[src/rtl/pos_pkg.sv]
// Shared types and constants for the two-axis quadrature position tracker.
// Status bit positions, the default centre value and the Gray-code step decoder.
package pos_pkg;

    localparam int ST_MOV_X   = 0;
    localparam int ST_MOV_Y   = 1;
    localparam int ST_ERR_X   = 2;
    localparam int ST_ERR_Y   = 3;
    localparam int ST_OVF_X   = 4;
    localparam int ST_OVF_Y   = 5;
    localparam int ST_SEQ_LSB = 6;

    localparam int NUM_FLAGS = 6;

    localparam logic [7:0] POS_CENTER_DEFAULT = 8'd128;

    typedef enum logic [1:0] {
        STEP_NONE = 2'd0,
        STEP_INC  = 2'd1,
        STEP_DEC  = 2'd2,
        STEP_ERR  = 2'd3
    } quad_step_t;

    // Forward direction walks 00 -> 01 -> 11 -> 10 -> 00.
    function automatic logic [1:0] quad_next_phase(input logic [1:0] phase);
        logic [1:0] nxt;
        case (phase)
            2'b00:   nxt = 2'b01;
            2'b01:   nxt = 2'b11;
            2'b11:   nxt = 2'b10;
            default: nxt = 2'b00;
        endcase
        return nxt;
    endfunction

    function automatic quad_step_t quad_decode(input logic [1:0] prev,
                                               input logic [1:0] curr);
        quad_step_t s;
        if (prev == curr) begin
            s = STEP_NONE;
        end else if ((prev ^ curr) == 2'b11) begin
            s = STEP_ERR;
        end else if (quad_next_phase(prev) == curr) begin
            s = STEP_INC;
        end else begin
            s = STEP_DEC;
        end
        return s;
    endfunction

endpackage

[src/rtl/quad_pos_tracker_if.sv]
// Encoder pins, snapshot/zero strobes and position/status bytes of the tracker.
// The master side drives encoders and strobes; the slave side is the tracker.
interface quad_pos_tracker_if;

    logic       x_a;
    logic       x_b;
    logic       y_a;
    logic       y_b;
    logic       snap;
    logic       zero;
    logic [7:0] x_pos;
    logic [7:0] y_pos;
    logic [7:0] status;
    logic [7:0] cnt_x;
    logic [7:0] cnt_y;

    modport master (
        output x_a, x_b, y_a, y_b, snap, zero,
        input  x_pos, y_pos, status, cnt_x, cnt_y
    );

    modport slave (
        input  x_a, x_b, y_a, y_b, snap, zero,
        output x_pos, y_pos, status, cnt_x, cnt_y
    );

endinterface

[src/rtl/quad_axis.sv]
// One encoder axis: 2-FF synchronizer, previous-phase register, Gray-code step
// decode and an 8-bit position counter that either wraps or clamps.
module quad_axis
    import pos_pkg::*;
#(
    parameter logic [7:0] CENTER   = POS_CENTER_DEFAULT,
    parameter bit         SATURATE = 1'b0
) (
    input  logic       clk,
    input  logic       rst,
    input  logic       a_i,
    input  logic       b_i,
    input  logic       zero_i,
    output logic [7:0] cnt_o,
    output quad_step_t step_o,
    output logic       ovf_o
);

    logic [1:0] sync1_q;
    logic [1:0] sync2_q;
    logic [1:0] prev_q;
    logic [7:0] cnt_q;
    logic [7:0] cnt_d;
    quad_step_t step;
    logic       ovf;

    always_ff @(posedge clk or posedge rst) begin
        if (rst) begin
            sync1_q <= 2'b00;
            sync2_q <= 2'b00;
            prev_q  <= 2'b00;
            cnt_q   <= CENTER;
        end else begin
            sync1_q <= {a_i, b_i};
            sync2_q <= sync1_q;
            prev_q  <= sync2_q;
            cnt_q   <= cnt_d;
        end
    end

    // A zero strobe wins over a coincident step, so no overflow can be raised.
    always_comb begin
        step  = quad_decode(prev_q, sync2_q);
        cnt_d = cnt_q;
        ovf   = 1'b0;
        if (zero_i) begin
            cnt_d = CENTER;
        end else begin
            case (step)
                STEP_INC: begin
                    if (cnt_q == 8'hFF) begin
                        ovf   = 1'b1;
                        cnt_d = SATURATE ? cnt_q : 8'h00;
                    end else begin
                        cnt_d = cnt_q + 8'd1;
                    end
                end
                STEP_DEC: begin
                    if (cnt_q == 8'h00) begin
                        ovf   = 1'b1;
                        cnt_d = SATURATE ? cnt_q : 8'hFF;
                    end else begin
                        cnt_d = cnt_q - 8'd1;
                    end
                end
                default: begin
                    cnt_d = cnt_q;
                end
            endcase
        end
    end

    assign cnt_o  = cnt_q;
    assign step_o = step;
    assign ovf_o  = ovf;

endmodule

[src/rtl/quad_pos_tracker.sv]
// Two-axis quadrature position tracker with sticky event flags and a coherent
// snapshot of {x_pos, y_pos, status} taken on each snap strobe.
module quad_pos_tracker
    import pos_pkg::*;
#(
    parameter logic [7:0] CENTER   = POS_CENTER_DEFAULT,
    parameter bit         SATURATE = 1'b0
) (
    input  logic                clk,
    input  logic                rst,
    quad_pos_tracker_if.slave   bus
);

    logic [7:0]           cnt_x;
    logic [7:0]           cnt_y;
    quad_step_t           step_x;
    quad_step_t           step_y;
    logic                 ovf_x;
    logic                 ovf_y;

    logic [NUM_FLAGS-1:0] ev;
    logic [NUM_FLAGS-1:0] flags_q;
    logic [NUM_FLAGS-1:0] flags_d;
    logic [1:0]           seq_q;
    logic [1:0]           seq_d;
    logic [7:0]           x_pos_q;
    logic [7:0]           x_pos_d;
    logic [7:0]           y_pos_q;
    logic [7:0]           y_pos_d;
    logic [7:0]           status_q;
    logic [7:0]           status_d;

    quad_axis #(
        .CENTER   (CENTER),
        .SATURATE (SATURATE)
    ) u_axis_x (
        .clk    (clk),
        .rst    (rst),
        .a_i    (bus.x_a),
        .b_i    (bus.x_b),
        .zero_i (bus.zero),
        .cnt_o  (cnt_x),
        .step_o (step_x),
        .ovf_o  (ovf_x)
    );

    quad_axis #(
        .CENTER   (CENTER),
        .SATURATE (SATURATE)
    ) u_axis_y (
        .clk    (clk),
        .rst    (rst),
        .a_i    (bus.y_a),
        .b_i    (bus.y_b),
        .zero_i (bus.zero),
        .cnt_o  (cnt_y),
        .step_o (step_y),
        .ovf_o  (ovf_y)
    );

    always_comb begin
        ev           = '0;
        ev[ST_MOV_X] = (step_x == STEP_INC) || (step_x == STEP_DEC);
        ev[ST_MOV_Y] = (step_y == STEP_INC) || (step_y == STEP_DEC);
        ev[ST_ERR_X] = (step_x == STEP_ERR);
        ev[ST_ERR_Y] = (step_y == STEP_ERR);
        ev[ST_OVF_X] = ovf_x;
        ev[ST_OVF_Y] = ovf_y;
    end

    // Snapshot takes the registered counts and flags; events of the snap cycle
    // open the new epoch instead of being folded into the byte being frozen.
    always_comb begin
        flags_d  = flags_q | ev;
        seq_d    = seq_q;
        x_pos_d  = x_pos_q;
        y_pos_d  = y_pos_q;
        status_d = status_q;
        if (bus.snap) begin
            flags_d                        = ev;
            seq_d                          = seq_q + 2'd1;
            x_pos_d                        = cnt_x;
            y_pos_d                        = cnt_y;
            status_d[ST_SEQ_LSB +: 2]      = seq_q + 2'd1;
            status_d[NUM_FLAGS-1:ST_MOV_X] = flags_q;
        end
    end

    always_ff @(posedge clk or posedge rst) begin
        if (rst) begin
            flags_q  <= '0;
            seq_q    <= 2'd0;
            x_pos_q  <= CENTER;
            y_pos_q  <= CENTER;
            status_q <= 8'h00;
        end else begin
            flags_q  <= flags_d;
            seq_q    <= seq_d;
            x_pos_q  <= x_pos_d;
            y_pos_q  <= y_pos_d;
            status_q <= status_d;
        end
    end

    assign bus.x_pos  = x_pos_q;
    assign bus.y_pos  = y_pos_q;
    assign bus.status = status_q;
    assign bus.cnt_x  = cnt_x;
    assign bus.cnt_y  = cnt_y;

endmodule

[src/flat_wrapper.sv]
// flat-port wrapper written by rule: the top's interface ports become plain ports
module quad_pos_tracker_flat import pos_pkg::*;
#(
    parameter logic [7:0] CENTER   = POS_CENTER_DEFAULT,
    parameter bit         SATURATE = 1'b0
)
  (clk, rst, bus_x_a, bus_x_b, bus_y_a, bus_y_b, bus_snap, bus_zero, bus_x_pos, bus_y_pos, bus_status, bus_cnt_x, bus_cnt_y);
  quad_pos_tracker_if bus_i ();
  input  logic clk;
  input  logic rst;
  input wire logic [$bits(bus_i.x_a)-1:0] bus_x_a;
  input wire logic [$bits(bus_i.x_b)-1:0] bus_x_b;
  input wire logic [$bits(bus_i.y_a)-1:0] bus_y_a;
  input wire logic [$bits(bus_i.y_b)-1:0] bus_y_b;
  input wire logic [$bits(bus_i.snap)-1:0] bus_snap;
  input wire logic [$bits(bus_i.zero)-1:0] bus_zero;
  output wire logic [$bits(bus_i.x_pos)-1:0] bus_x_pos;
  output wire logic [$bits(bus_i.y_pos)-1:0] bus_y_pos;
  output wire logic [$bits(bus_i.status)-1:0] bus_status;
  output wire logic [$bits(bus_i.cnt_x)-1:0] bus_cnt_x;
  output wire logic [$bits(bus_i.cnt_y)-1:0] bus_cnt_y;
  assign bus_i.x_a = bus_x_a;
  assign bus_i.x_b = bus_x_b;
  assign bus_i.y_a = bus_y_a;
  assign bus_i.y_b = bus_y_b;
  assign bus_i.snap = bus_snap;
  assign bus_i.zero = bus_zero;
  assign bus_x_pos = bus_i.x_pos;
  assign bus_y_pos = bus_i.y_pos;
  assign bus_status = bus_i.status;
  assign bus_cnt_x = bus_i.cnt_x;
  assign bus_cnt_y = bus_i.cnt_y;
  quad_pos_tracker #(.CENTER(CENTER), .SATURATE(SATURATE)) u_core (.clk(clk), .rst(rst), .bus(bus_i));
endmodule
[config.mk]
export PLATFORM = sky130hd
export DESIGN_NAME = quad_pos_tracker_flat
export DESIGN_NICKNAME = d
export VERILOG_FILES = /design/src/rtl/pos_pkg.sv /design/src/rtl/quad_pos_tracker_if.sv /design/src/rtl/quad_axis.sv /design/src/rtl/quad_pos_tracker.sv /design/src/flat_wrapper.sv
export SDC_FILE = /design/constraint.sdc
export NUM_CORES = 1
export LEC_CHECK = 0
export CAP_MARGIN = 20
export CORE_MARGIN = 3
export CORE_UTILIZATION = 58
export DETAILED_ROUTE_END_ITERATION = 6
export PLACE_DENSITY = 0.95
export SYNTH_ARGS = -nofsm -noshare
export SYNTH_HDL_FRONTEND = slang
export SYNTH_SLANG_ARGS = --single-unit
[constraint.sdc]
create_clock -name clk -period 3.7 [get_ports clk]
set_input_delay 0.925 -clock clk [delete_from_list [all_inputs] [get_ports clk]]
set_output_delay 0.925 -clock clk [all_outputs]
set_load 0.005 [all_outputs]
==> metrics.yaml, run 1 <==
outcome: "completed"
clockPowerShare_pct: 29.2
p_int_mw: 1.25
clock_sinks: 58
syn2layout_area_growth_pct: 21.0
tightest_slew_ps: 720
cp-startpoint: "u_core.u_axis_x.sync2_q[0]$_DFF_PP0_"
ys_top_cells_by_count: "54 x dfrtp_1, 22 x mux2_2, 21 x inv_1"
rr_endpoint: "u_core.u_axis_x.cnt_o[6]$_DFFE_PP0P_"
stdcell_count: 417
worstRegToRegCells: 7
port_buffers: 47
maxCapViolations: 0
rrSetupSlack_ps: 1090
core_area_mm2: 0.00517
drt_wl_total_um: 7180
syn-num-nets: 318
timing.rr.start: "u_core.u_axis_x.sync2_q[0]$_DFF_PP0_"
root_buffer: "clkbuf_8"
grt_overflow_total: 0
cts.htree.levels: 3
sw_frac_of_total_pct: 31.1
ys_seq_area_share_pct: 46.5
p_sw_mw: 0.566
synth_cell_types: 64
cp-start-kind: "register"
first_iter_violations: 430
power_leakage_nw: 1.62
ios: 48
period_needed_ps: 2610
cp_max_fo: 13
hp-class: "register to register"
cp-end-kind: "register"
grt_pass1_vias: 2490
synth_warnings: 0
finalHoldViolations: 0
ys_seq_elements: 58
fmax_ghz: 0.383
critical_path_class: "register to register"
worstPathArrival_ps: 2870
cts_tree: "built"
synth_edf_count: 0
worstHoldStart: "u_core.u_axis_x.sync1_q[1]$_DFF_PP0_"
power_density_mw_per_mm2: 480
crit_end: "u_core.u_axis_x.cnt_o[6]$_DFFE_PP0P_"
dieArea_mm2: 0.00631
nets: 359
grt_max_degree: 59
hpwl_um: 4800
timing.final.crit_share_pct: 70.6
cpMaxStageDelayCell: "or4b_4"
clock_latency_ps: 340
yosysTopAreaCell: "dfrtp_1"
die_x_um: 79.5
ys_dominant_reg_cell: "dfrtp_1"
synth_most_common_cell: "dfrtp_1"
fp.dieH_um: 79.5
dpl.cell_count: 401
required_ps: 3960
antenna_found_initial: 0
async_flop_share_pct: 100
critical_path_depth: 7
cts_hold_buf: 0
maxSlewHeadroom_pct: 52.0
n_antenna_cell: 0
vdd_ir_drop_max_uv: 394
clkSlewWorstSetupHoldPaths_ps: 70
wl_per_cell_um: 17.2
cts_made_buffers: 9
critical_path.top_delay_family: "simple AND/OR/NAND/NOR gates"
dr.pass1.iters: 5
gp_congestion: 0.961
via_count: 2584
syn_inst: 301
rsz0062_at_grt: "false"
cpPeakStageDelay_ps: 550
viasPerCell: 6.20
cts_max_path_buffers: 2
grt_first_pass_wirelength_um: 12100
drive_above_1_share_pct: 15.0
avgSynthCellArea_um2: 10.4
clock_skew_ps: 7.46
slew_violations: 0
seqPwrFrac_pct: 45.3
post_cts_buffers: 0
ant_nets: 0
finalSetupViolations: 0
path_buf_inv: 0
ys_top_cells_by_area: "dfrtp_1 43%, mux2_2 7.9%, ha_1 3.6%, dfstp_2 3.4%, o21ai_0 3.0%"
synth_area_mm2: 0.00313
tns_ps: 0
path_cells: "mux2i_1, o21ai_0, ha_1, or4b_4, o2bb2a_4, or3_1, a21oi_1"
grt.total_usage_pct: 24.7
rows: 26
yosysTopAreaCellShare_pct: 43.2
p_comb_share_pct: 25.5
cts-resized-gates: 0
total_power_mw: 1.82
route.detailed.drc: 0
start_util_pct: 60.5
==> kinds of logic (layout without fill, tap and decap cells) <==
family | Yosys count | after routing | share of synthesized area, %
xor+xnor | 9 | 9 | 2.52
flops | 58 | 58 | 46.5
fa+ha+maj | 9 | 9 | 3.60
simple gates | 82 | 82 | 15.4
compound gates | 78 | 78 | 17.5
buf+inv | 40 | 86 | 5.60
mux | 25 | 25 | 8.87
==> registers in the layout, indices dropped and copies added, names as in the netlist <==
| name | cells |
|---|---|
| u_core.bus.x_pos | 8 |
| u_core.u_axis_x.cnt_o | 8 |
| u_core.u_axis_x.sync1_q | 2 |
| u_core.seq_q | 1 |
| u_core.u_axis_y.sync2_q | 2 |
| u_core.u_axis_y.cnt_o | 8 |
| u_core.u_axis_x.sync2_q | 2 |
| u_core.flags_q | 6 |
| u_core.bus.status | 7 |
| u_core.u_axis_x.prev_q | 2 |
| u_core.bus.y_pos | 8 |
| u_core.u_axis_y.sync1_q | 2 |
| u_core.u_axis_y.prev_q | 2 |
==> metrics by stage <==
stage | setup WS, ps | hold WS (ps) | cell area [um^2] | utilization [%]
after floorplan | 1350 | 331 | 3130 | -
after detailed placement | 1020 | 336 | 3610 | 69.7
after CTS | 1090 | 351 | 3790 | 73.2
after global placement | 1070 | 332 | 3610 | 69.7
final | 1090 | 349 | 3790 | 73.2
after global routing | 892 | 371 | 3790 | 73.2
==> area by class of cell <==
class	count	area [um^2]
multi-input cells	203	1500
flip-flops and latches	58	1460
fillers	351	1380
repair buffers	49	485
clock buffers	12	155
well taps	70	87.6
inverters	21	78.8
clock inverters	4	26.3
==> power by group through the flow <==
stage                     Combinational, mW  Sequential (mW)  Clock (mW)
final                                 0.463            0.825       0.531
after CTS                             0.465            0.822       0.541
after global placement                0.440            0.826           0
after global routing                  0.506            0.837       0.579
after floorplan                       0.288            0.791           0
after detailed placement              0.461            0.832           0
==> metal layers <==
metal | part of all wire (%) | track usage [%] | routed length (um) | up-vias
li1 | - | - | - | 1195
met1 | 42 | 32.9 | 3040 | 1240
met2 | 48 | 38.3 | 3430 | 133
met3 | 8.4 | 7.22 | 601 | 16
met4 | 1.4 | 8.93 | 97 | 0
met5 | 0 | 0 | 0 | -
==> cells in the final DEF (no fill, tap or decap), drive strengths merged, types with 3 or more instances in the layout <==
master,n
nand3b,3
nor2,9
o211ai,5
o32ai,4
a21oi,9
nand2,14
nand4,3
a31oi,3
nor3,11
inv,21
o21bai,5
mux2,22
or4b,4
a22o,3
clkbuf,12
clkinv,3
dfstp,4
clkdlybuf4s50,47
xnor2,6
xor2,3
nor3b,3
nand3,11
mux2i,3
or3,4
a41oi,3
dfrtp,54
o21ai,20
ha,9
==> worst reg2reg max path: stages, from the launching register on <==
cell      delay [ps]
dfrtp_1          470
mux2i_1          150
o21ai_0          230
ha_1             470
or4b_4           550
o2bb2a_4         220
or3_1            300
a21oi_1          140
==> worst min-delay path by stage <==
| stage | end | cells past startpoint | slack, ps |
|---|---|---|---|
| floorplan | u_core.u_axis_x.sync2_q[0]$_DFF_PP0_ | 0 | 330 |
| global placement | u_core.u_axis_y.sync2_q[1]$_DFF_PP0_ | 0 | 330 |
| detailed placement | u_core.u_axis_x.sync2_q[1]$_DFF_PP0_ | 0 | 340 |
| CTS | u_core.u_axis_x.sync2_q[1]$_DFF_PP0_ | 0 | 350 |
| global route | u_core.u_axis_y.sync2_q[1]$_DFF_PP0_ | 0 | 370 |
| finish | u_core.u_axis_x.sync2_q[1]$_DFF_PP0_ | 0 | 350 |
Note: power is estimated with default switching activity, not from simulation.
==> run 2, diff against run 1 <==
--- a/config.mk
+++ b/config.mk
@@ -7,9 +7,9 @@
 export LEC_CHECK = 0
 export CAP_MARGIN = 20
 export CORE_MARGIN = 3
-export CORE_UTILIZATION = 58
+export CORE_UTILIZATION = 54
 export DETAILED_ROUTE_END_ITERATION = 6
-export PLACE_DENSITY = 0.95
+export PLACE_DENSITY = 0.91
 export SYNTH_ARGS = -nofsm -noshare
 export SYNTH_HDL_FRONTEND = slang
 export SYNTH_SLANG_ARGS = --single-unit
==> constraint.sdc (replaced) <==
create_clock -name clk -period 2.5 [get_ports clk]
set_input_delay 0.625 -clock clk [delete_from_list [all_inputs] [get_ports clk]]
set_output_delay 0.625 -clock clk [all_outputs]
set_load 0.005 [all_outputs]
==> run 2 against run 1 <==
Effect of this change:
- combinational power rose by 55%
- non-clock buffer count increased by 8
- design area up 2.1%
- clock power up 44%
- clock skew fell by 1.1 ps
- critical endpoint unchanged
- largest cell class unchanged
==> metrics.yaml, run 2 (synthesized netlist as in run 1, its figures left out) <==
grt_first_pass_wirelength_um: 11800  # was 12100 um
core_area_mm2: 0.00557  # was 0.00517 mm^2
ios: 48  # unchanged
rsz0062_at_grt: "false"  # unchanged
final_cell_mix: "53 x dfrtp_1, 47 x clkdlybuf4s50_1, 22 x mux2_2"  # was 54 x dfrtp_1, 47 x clkdlybuf4s50_1, 22 x mux2_2
start_util_pct: 56.2  # was 60.5%
syn2layout_area_growth_pct: 23.5  # was 21.0%
final_core_util_pct: 69.4  # was 73.2%
worstRegToRegCells: 7  # unchanged
first_iter_violations: 262  # was 430
dieArea_mm2: 0.00675  # was 0.00631 mm^2
required_ps: 2770  # was 3960 ps
layout_setup_ws_ps: 136  # was 1090 ps
cts.htree.levels: 3  # unchanged
route.detailed.drc: 0  # unchanged
cts_hold_buf: 0  # unchanged
nets: 367  # was 359
n_antenna_cell: 0  # unchanged
rows: 27  # was 26
power_density_mw_per_mm2: 694  # was 480 mW/mm^2
slew_violations: 0  # unchanged
antenna_found_initial: 0  # unchanged
clock_skew_ps: 6.36  # was 7.46 ps
period_needed_ps: 2360  # was 2610 ps
timing.rr.start: "u_core.u_axis_x.sync2_q[0]$_DFF_PP0_"  # unchanged
root_buffer: "clkbuf_8"  # unchanged
vdd_ir_drop_max_uv: 518  # was 394 uV
holdPathEnd: "u_core.u_axis_y.sync2_q[1]$_DFF_PP0_"  # was u_core.u_axis_x.sync2_q[1]$_DFF_PP0_
worstHoldStart: "u_core.u_axis_y.sync1_q[1]$_DFF_PP0_"  # was u_core.u_axis_x.sync1_q[1]$_DFF_PP0_
dr.pass1.iters: 5  # unchanged
grt_overflow_total: 0  # unchanged
wl_per_cell_um: 16.4  # was 17.2 um
hpwl_um: 4850  # was 4800 um
maxCapViolations: 0  # unchanged
ant_nets: 0  # unchanged
grt_max_degree: 59  # unchanged
fp.dieH_um: 82.1  # was 79.5 um
cp_max_fo: 8  # was 13
port_buffers: 47  # unchanged
cts_max_path_buffers: 2  # unchanged
clkSlewWorstSetupHoldPaths_ps: 70  # about the same
clock_sinks: 58  # unchanged
finalHoldViolations: 0  # unchanged
post_cts_buffers: 0  # unchanged
power_leakage_nw: 1.65  # was 1.62 nW
outcome: "completed"  # unchanged
grt.total_usage_pct: 23.0  # was 24.7%
via_count: 2564  # was 2584
viasPerCell: 6.00  # was 6.20
rr_endpoint: "u_core.u_axis_x.cnt_o[6]$_DFFE_PP0P_"  # unchanged
grt_pass1_vias: 2499  # was 2490
clock_latency_ps: 340  # about the same
hp-class: "register to register"  # unchanged
timing.final.crit_share_pct: 94.6  # was 70.6%
tightest_slew_ps: 583  # was 720 ps
cts_made_buffers: 9  # unchanged
area.sequential_mm2: 0.00146  # about the same
critical_path_class: "register to register"  # unchanged
gp_congestion: 0.976  # was 0.961
tns_ps: 0  # unchanged
cp-start-kind: "register"  # unchanged
fillers: 415  # was 351
rrSetupSlack_ps: 140  # was 1090 ps
cts_tree: "built"  # unchanged
multiInputGateArea_mm2: 0.00151  # was 0.00150 mm^2
drive_above_1_share_pct: 18.0  # was 15.0%
final_common_cell: "dfrtp_1"  # unchanged
fmax_ghz: 0.423  # was 0.383 GHz
maxSlewHeadroom_pct: 61.1  # was 52.0%
cp-startpoint: "u_core.u_axis_x.sync2_q[0]$_DFF_PP0_"  # unchanged
whs_path_depth: 0  # unchanged
finalSetupViolations: 0  # unchanged
worstPathArrival_ps: 2630  # was 2870 ps
die_x_um: 82.1  # was 79.5 um
cp-end-kind: "register"  # unchanged
drt_wl_total_um: 7000  # was 7180 um
place_ws_ps: 55.9  # was 1020 ps
-- run 2: cell count changes in the layout (fill, tap and decap cells not counted), sizes merged --
cell      delta
buf          +8
clkbuf       -1
clkinvlp     +1
-- run 2: per-stage QoR --
step                hold slack, ps  instances  cell area (um^2)  total power [mW]
floorplan                      331        301              3130              1.60
detailed placement             336        411              3680              1.93
global placement               332        411              3680              1.90
global route                   358        427              3870              2.84
CTS                            351        427              3850              2.70
finish                         352        427              3870              2.69
-- run 2: worst max path at each step --
stage | slack (ps) | to | cells past startpoint
2_1_floorplan | 230 | u_core.u_axis_x.cnt_o[6]$_DFFE_PP0P_ | 10
3_3_place_gp | 170 | u_core.u_axis_x.cnt_o[6]$_DFFE_PP0P_ | 7
3_5_place_dp | 60 | u_core.u_axis_x.cnt_o[6]$_DFFE_PP0P_ | 7
4_1_cts | 60 | u_core.u_axis_x.cnt_o[6]$_DFFE_PP0P_ | 7
5_1_grt | 6 | u_core.u_axis_x.cnt_o[6]$_DFFE_PP0P_ | 8
6_report | 140 | u_core.u_axis_x.cnt_o[6]$_DFFE_PP0P_ | 7
-- run 2: critical path: stages (launching register included) --
cell,delay (ps)
dfrtp_2,460
mux2i_1,130
o21ai_0,240
ha_2,310
or4b_4,510
o2bb2a_4,210
or3_1,300
a21oi_1,140
-- run 2: timing repair --
action	CTS	global route
resized for setup	0	4
setup endpoints to repair	0	8
hold endpoints to repair	0	0
-- run 2: where the power goes --
part           total, mW  leakage, nW  switching [mW]  internal (mW)
clock network      0.763       0.0851           0.382          0.381
registers           1.21        0.731           0.146           1.06
logic              0.716        0.835           0.313          0.403
total               2.69         1.65           0.842           1.84
-- run 2: routing by layer --
metal / vias up / wire length, um / GRT usage, %
li1: 1206 / - / -
met1: 1234 / 3180 / 32.9
met2: 114 / 3240 / 33.0
met3: 10 / 481 / 5.97
met4: 0 / 100 / 9.63
met5: - / 0 / 0
-- run 2: cell type report --
type,instances,area share (%)
Multi-Input combinational cell,203,39.1
Clock inverter,5,0.776
Tap cell,72,2.33
Sequential cell,58,37.7
Clock buffer,11,3.66
Inverter,21,2.04
Timing Repair Buffer,57,14.4
